**src/rtl/hex_entry_controller.sv**
```systemverilog
// ---------------------------------------------------------------------------
// hex_entry_controller
//
// Front-panel hex entry for the 16-bit CPU board. The operator shifts nibbles
// in from the switches with the digit key, then commits the assembled value
// to a chosen register through a request/acknowledge write port. The clear
// key discards a partial entry.
//
// Ports:
//   clk           system clock, rising edge
//   resetn        asynchronous active-low reset
//   sw[3:0]       nibble shifted in on a digit press
//   reg_sel[3:0]  destination register, captured at commit
//   key_digit_n   raw active-low digit button
//   key_commit_n  raw active-low commit button
//   key_clear_n   raw active-low clear button
//   wr_ack        register file accepted the pending write
//   wr_req        write request, held until wr_ack
//   wr_addr[3:0]  write address, stable while wr_req is high
//   wr_data[15:0] write data, stable while wr_req is high
//   entry_val     value under construction (drives the display)
//   digit_cnt     digits entered so far, 0..4
//   busy          high while a write is outstanding
// ---------------------------------------------------------------------------
module hex_entry_controller #(
    parameter int DEBOUNCE_CYCLES = 50000
) (
    input  logic        clk,
    input  logic        resetn,
    input  logic [3:0]  sw,
    input  logic [3:0]  reg_sel,
    input  logic        key_digit_n,
    input  logic        key_commit_n,
    input  logic        key_clear_n,
    input  logic        wr_ack,
    output logic        wr_req,
    output logic [3:0]  wr_addr,
    output logic [15:0] wr_data,
    output logic [15:0] entry_val,
    output logic [2:0]  digit_cnt,
    output logic        busy
);

    localparam int CW = $clog2(DEBOUNCE_CYCLES + 1);
    localparam logic [CW-1:0] CNT_LAST = CW'(DEBOUNCE_CYCLES - 1);

    typedef enum logic [1:0] {
        IDLE,
        ENTRY,
        WRITE
    } state_t;

    state_t     state;
    logic [2:0] raw_n;
    logic [2:0] press;
    logic       digit_ev;
    logic       commit_ev;
    logic       clear_ev;

    assign raw_n     = {key_clear_n, key_commit_n, key_digit_n};
    assign digit_ev  = press[0];
    assign commit_ev = press[1];
    assign clear_ev  = press[2];

    // One conditioning chain per key: two-flop synchronizer, then a debouncer
    // that only adopts the new level after it has been seen for
    // DEBOUNCE_CYCLES cycles in a row. The press pulse is registered at the
    // same edge the debounced level falls, so it lasts exactly one cycle.
    for (genvar k = 0; k < 3; k++) begin : g_key
        logic          sync1;
        logic          sync2;
        logic          level;
        logic          pulse;
        logic [CW-1:0] cnt;

        always_ff @(posedge clk or negedge resetn) begin
            if (!resetn) begin
                sync1 <= 1'b1;
                sync2 <= 1'b1;
                level <= 1'b1;
                pulse <= 1'b0;
                cnt   <= '0;
            end else begin
                sync1 <= raw_n[k];
                sync2 <= sync1;
                pulse <= 1'b0;
                if (sync2 == level) begin
                    cnt <= '0;
                end else if (cnt == CNT_LAST) begin
                    level <= sync2;
                    cnt   <= '0;
                    pulse <= ~sync2;
                end else begin
                    cnt <= cnt + 1'b1;
                end
            end
        end

        assign press[k] = pulse;
    end

    // Entry state machine. All outputs are registered here; busy and wr_req
    // move together because both mean "state is WRITE". In ENTRY, clear wins
    // over commit, which wins over digit; a fifth digit is simply ignored.
    // In WRITE every key event is dropped until the register file acks.
    always_ff @(posedge clk or negedge resetn) begin
        if (!resetn) begin
            state     <= IDLE;
            wr_req    <= 1'b0;
            wr_addr   <= '0;
            wr_data   <= '0;
            entry_val <= '0;
            digit_cnt <= '0;
            busy      <= 1'b0;
        end else begin
            case (state)
                IDLE: begin
                    if (digit_ev) begin
                        entry_val <= {12'h000, sw};
                        digit_cnt <= 3'd1;
                        state     <= ENTRY;
                    end
                end
                ENTRY: begin
                    if (clear_ev) begin
                        entry_val <= '0;
                        digit_cnt <= '0;
                        state     <= IDLE;
                    end else if (commit_ev) begin
                        wr_addr <= reg_sel;
                        wr_data <= entry_val;
                        wr_req  <= 1'b1;
                        busy    <= 1'b1;
                        state   <= WRITE;
                    end else if (digit_ev && (digit_cnt < 3'd4)) begin
                        entry_val <= {entry_val[11:0], sw};
                        digit_cnt <= digit_cnt + 3'd1;
                    end
                end
                WRITE: begin
                    if (wr_ack) begin
                        wr_req    <= 1'b0;
                        busy      <= 1'b0;
                        entry_val <= '0;
                        digit_cnt <= '0;
                        state     <= IDLE;
                    end
                end
                default: begin
                    state <= IDLE;
                end
            endcase
        end
    end

endmodule

```
**config.mk**
```make
export PLATFORM = sky130hd
export DESIGN_NAME = hex_entry_controller
export DESIGN_NICKNAME = d
export VERILOG_FILES = /design/src/rtl/hex_entry_controller.sv
export SDC_FILE = /design/constraint.sdc
export NUM_CORES = 1
export LEC_CHECK = 0
export CAP_MARGIN = 5
export CORE_ASPECT_RATIO = 1.1
export CORE_MARGIN = 2
export CORE_UTILIZATION = 43
export DETAILED_ROUTE_END_ITERATION = 8
export PLACE_DENSITY_LB_ADDON = 0.2
export SKIP_CTS_REPAIR_TIMING = 1
export SLEW_MARGIN = 20
export SYNTH_ARGS = -nofsm -noshare
export SYNTH_HDL_FRONTEND = slang
export SYNTH_SLANG_ARGS = --single-unit
```
**constraint.sdc**
```tcl
create_clock -name clk -period 2.2 [get_ports clk]
set_clock_uncertainty 0.15 [all_clocks]
set_input_delay 0.55 -clock clk [delete_from_list [all_inputs] [get_ports clk]]
set_output_delay 0.55 -clock clk [all_outputs]
set_load 0.05 [all_outputs]
```
# After elaboration in Yosys (flattened, before gate mapping)

Index checks and enable logic that the tools add are counted.

$add $sub $neg: 4
Multiply operators: 0
Divide/modulo/power cells: 0
Order comparisons: 1
Equality and inequality tests: 15
Shifts and indexed selects: 0
Mux-type cells: 33
Bitwise gates (word level): 7
Reduce and logical (&&, ||, !) cells: 11

Operator list:

| cell                                                                   | count |
|---|---|
| 16-bit two-way mux                                                     | 11 |
| 16-bit by 1-bit adder with 16-bit output (second input constant)       | 3 |
| 16-bit equality test (second input constant)                           | 3 |
| 16-bit one-hot mux with 3 select lines                                 | 1 |
| 3-bit two-way mux                                                      | 5 |
| 1-bit two-way mux                                                      | 9 |
| 3-bit != test (second input constant)                                  | 3 |
| 3-bit one-hot mux with 3 select lines                                  | 1 |
| 2-bit two-way mux                                                      | 4 |
| 2-bit != test (second input constant)                                  | 4 |
| 1-bit inverter                                                         | 7 |
| 2-bit one-hot mux with 3 select lines                                  | 1 |
| 2-bit AND reduction                                                    | 3 |
| 3-bit AND reduction                                                    | 2 |
| 5-bit AND reduction                                                    | 1 |
| 4-bit AND reduction                                                    | 1 |
| 3-bit by 1-bit adder with 3-bit output (second input constant)         | 1 |
| 1-bit equality test                                                    | 3 |
| 3-bit less-than comparator (second input constant)                     | 1 |
| 3-bit nonzero test                                                     | 1 |
| 2-bit by 1-bit equality test with 1-bit output (second input constant) | 1 |
| 2-bit equality test (second input constant)                            | 1 |
| 2-bit zero test                                                        | 1 |
| 1-bit one-hot mux with 2 select lines                                  | 1 |
| other kinds (2)                                                        | 2 |

Flip-flop bits (word level): 102
Bits in latches: 0
Bits in writable memories: 0
Bits in read-only memories: 0
Input port bits: 14
Output and inout bits: 41
Memories kept: 0

# Logic depth before layout (Yosys ltp)

Depth in word-level cells: 6
Gate-level depth with buffers: 7
Depth with buffers taken out: 6

# Least setup slack after synthesis

No wires, ideal clock.

Path type: flip-flop to flip-flop
Start point: reg state[1]
End point: reg entry_val[14]
Arrival time: 1.647 ns
Data required time: 1.914 ns
Slack: 0.267 ns
Cell stages (with the launch flop): 7
Clock period less this slack: 1.933 ns
Cell sequence: dfrtp_1 > inv_1 > ha_1 > nand2b_1 > o2111ai_1 > clkbuf_1 > o21ai_0

Longest elaborated chain between the ends: 3

RTL lines:

| item                                                                         | RTL line | source |
|---|---|---|
| from (decl)                                                                  | 53       | `state_t state;` |
| from (signal assigned)                                                       | 108      | `state <= IDLE;` |
| from (signal assigned)                                                       | 121      | `state <= ENTRY;` |
| from (signal assigned)                                                       | 128      | `state <= IDLE;` |
| 2-bit by 1-bit equality test with 1-bit output, or another cell as far along | 116      | `case (state)` |
| 3-bit != test (no source line), or another cell as far along                 | -        |  |
| 5-bit AND reduction (no source line)                                         | -        |  |
| to (signal assigned)                                                         | 119      | `entry_val <= {12'h000, sw};` |
| to (signal assigned)                                                         | 136      | `entry_val <= {entry_val[11:0], sw};` |
| to (decl)                                                                    | 39       | `output logic [15:0] entry_val,` |

Several ways; a longest one is shown, not always the timed one.
A chain may end at the register's enable or synchronous reset.

# Final worst setup path

Start point: reg state[1]
End point: reg entry_val[0]

The elaborated chain is that of the path after synthesis.

==> results.ini <==
[worst_setup_path]
setup.worst_path.end=entry_val[0]$_DFFE_PN0P_
cp_max_fo=36
reg2reg_depth=6
endpoint_kind=register
cp.arrival_ns=2.03
path_cells=inv_1, ha_1, nand2b_1, o2111ai_2, buf_4, o21ai_0
required_ns=2.26
rrSetupSlack_ns=0.23
cp_slowest_cell=dfrtp_1
cp-startpoint=state[1]$_DFFE_PN0P_
crit_type=reg -> reg
start_kind=register
r2r-start=state[1]$_DFFE_PN0P_
cpPeakStageDelay_ns=0.42
rr_endpoint=entry_val[0]$_DFFE_PN0P_

[die]
rows=39
die-area_um2=11300
start_util_pct=43.7
core-area_um2=10200
die_y_um=111
die_w_um=101
pin_count=55

[routing]
detail_route.iter0.violations=60
dr.pass1.iters=6
vias=3086
vias_per_cell=5.17
wl_per_cell_um=13.8
drc_errors=0
drt_wl_total_um=8240
antenna_left=0

[placed_design]
dp_hpwl_um=5630
dp_slack_ns=0.162
gp_congestion=0.765
portBuffers=54

[timing]
fin_ws_ns=0.230
report.final.slew_viol_count=0
rsz0062_at_grt=no
worst_slew_pin_slew_ns=0.530
finalCritPeriodShare_pct=89.6
setup_violations=0
slew_headroom_pct=64.6
fin_crit_ns=1.97
finalHoldViolCount=14
timing.fmax_mhz=508
fin_hold_ws_ns=-0.0129

[synth]
synthFlopType=dfrtp_1
synth_area_um2=4480
synth_cell_types=41
synth_top_area_cell=dfrtp_1
yosys-top-cells-area=dfrtp_1 (52%), mux2_2 (5.8%), dfstp_2 (5.3%)
synth_seq_cells=102
synth_edf_count=0
yosysWarnings=0
ys_seq_area_share_pct=57.2
synth.avg_cell_area_um2=11.0
syn_nets=429
synth_top_area_share_pct=51.9
syn_inst=406
synth-async-reset-ratio_pct=100

[cts]
root_buffer=clkbuf_16
clkTransAtPathRegs_ns=0.07
cts_max_level=3
cts_tree=done
cts_sinks=102
cts_buffers=9
clock_latency_ns=0.35
clockBufferDepth=2

[global_route]
grt_first_pass_wirelength_um=14200
grt_pass1_vias=3051
grt_overflow=0
antenna_found_initial=0
grt.total_usage_pct=15.9
grt_max_degree=45

[power_and_ir_drop]
seqPwrFrac_pct=50.7
power_frac_comb_pct=3.6
p_sw_mw=0.769
peakVddDrop_uv=391
intPower_mw=3.02
leakage_nw=2.78
total_power_mw=3.79
p_sw_share_pct=20.3
p_clk_share_pct=45.7
p_per_area_nw_per_um2=680

[layout]
final_cell_mix=dfrtp_1 (93), nor2_1 (52), nand2_1 (47)
area_growth_pct=24.1
drive_above_1_share_pct=17.9
fin_nets=492
fin_util_pct=54.3
nFillCells=911
final_common_cell=dfrtp_1
num_antenna_cells=0

[flow_run]
max_cap_violations=0

[worst_hold_path]
hp-class=in -> async

[run_status]
violations=negative hold slack
status=complete, but fails checks

## metrics by stage
stage	setup TNS [ns]	std cells	hold WS [ns]	cell area, um2
2_1_floorplan	0	406	0.104	4480
3_3_place_gp	0	581	0.196	5180
3_5_place_dp	0	581	0.197	5180
4_1_cts	-0.157	597	-0.00292	5510
5_1_grt	0	597	0.00879	5560
6_report	0	597	-0.0129	5560
## state kept, by name (all words and copies together) (netlist names)
register / cells
state: 2
g_key.sync1: 3
busy: 1
g_key.level: 3
wr_data: 16
digit_cnt: 3
g_key.sync2: 3
g_key.cnt: 48
digit_ev: 1
commit_ev: 1
entry_val: 16
clear_ev: 1
wr_addr: 4
## logic make-up (layout without fill, tap and decap cells)
group	Yosys count	after routing	synth area share (%)
AOI/OAI and AO/OA	30	30	4.22
adders and majority gates	9	9	2.51
buffers and inverters	20	88	1.79
DFF	102	102	57.2
xor gates and xnor gates	44	44	8.60
and+or+nand+nor	177	177	19.6
muxes	24	24	6.11
## critical path: cells and delay by family, from the launching register on
family          cells  cell delay (ns)
simple gates        1             0.20
flops               1             0.42
compound gates      2             0.38
fa+ha+maj           1             0.24
buf+inv             2             0.43
## cell usage after synthesis (all sizes together) (2+ instances only)
cell     n
inv      9
nor4b    3
and4     4
nor2b    2
buf      3
a21oi    4
a31oi    2
and2     2
nor3b    4
dfrtp   93
clkbuf   8
mux2    24
nor3     7
nand2   47
nand4   12
o21ai   19
nand3   18
xor2    17
nor4bb   2
ha       9
dfstp    9
xnor2   27
nand2b   4
or3      2
and3     6
nor2    52
nor4     8
## routing by layer
metal | GRT usage, % | up-vias | share of wire (%)
met5 | 0 | - | 0
met2 | 25.0 | 45 | 47
met3 | 3.53 | 15 | 3.4
met4 | 8.02 | 0 | 2.6
met1 | 20.5 | 1509 | 47
li1 | - | 1517 | -
## cell type report
class	instances	area, um2	area share, %
Sequential cell	102	2560	46.1
Clock inverter	5	81.3	1.46
Multi-Input combinational cell	284	1850	33.2
Inverter	9	33.8	0.607
Timing Repair Buffer	63	633	11.4
Clock buffer	11	253	4.54
Tap cell	123	154	2.77
## worst min-delay path by stage
stage / start / to / cells past startpoint
2_1_floorplan: resetn / busy$_DFFE_PN0P_ / 0
3_3_place_gp: g_key[0].sync1$_DFF_PN1_ / g_key[0].sync2$_DFF_PN1_ / 0
3_5_place_dp: g_key[2].sync1$_DFF_PN1_ / g_key[2].sync2$_DFF_PN1_ / 0
4_1_cts: resetn / wr_addr[2]$_DFFE_PN0P_ / 1
5_1_grt: resetn / wr_addr[1]$_DFFE_PN0P_ / 1
6_report: resetn / wr_addr[1]$_DFFE_PN0P_ / 1
## power by group through the flow
stage	combinational, mW	sequential (mW)	clock (mW)
3_3_place_gp	0.138	1.95	0
5_1_grt	0.153	1.92	1.86
2_1_floorplan	0.0377	1.97	0
4_1_cts	0.141	1.92	1.78
3_5_place_dp	0.140	1.96	0
6_report	0.135	1.92	1.73
Power figures use the tool's default switching activity.
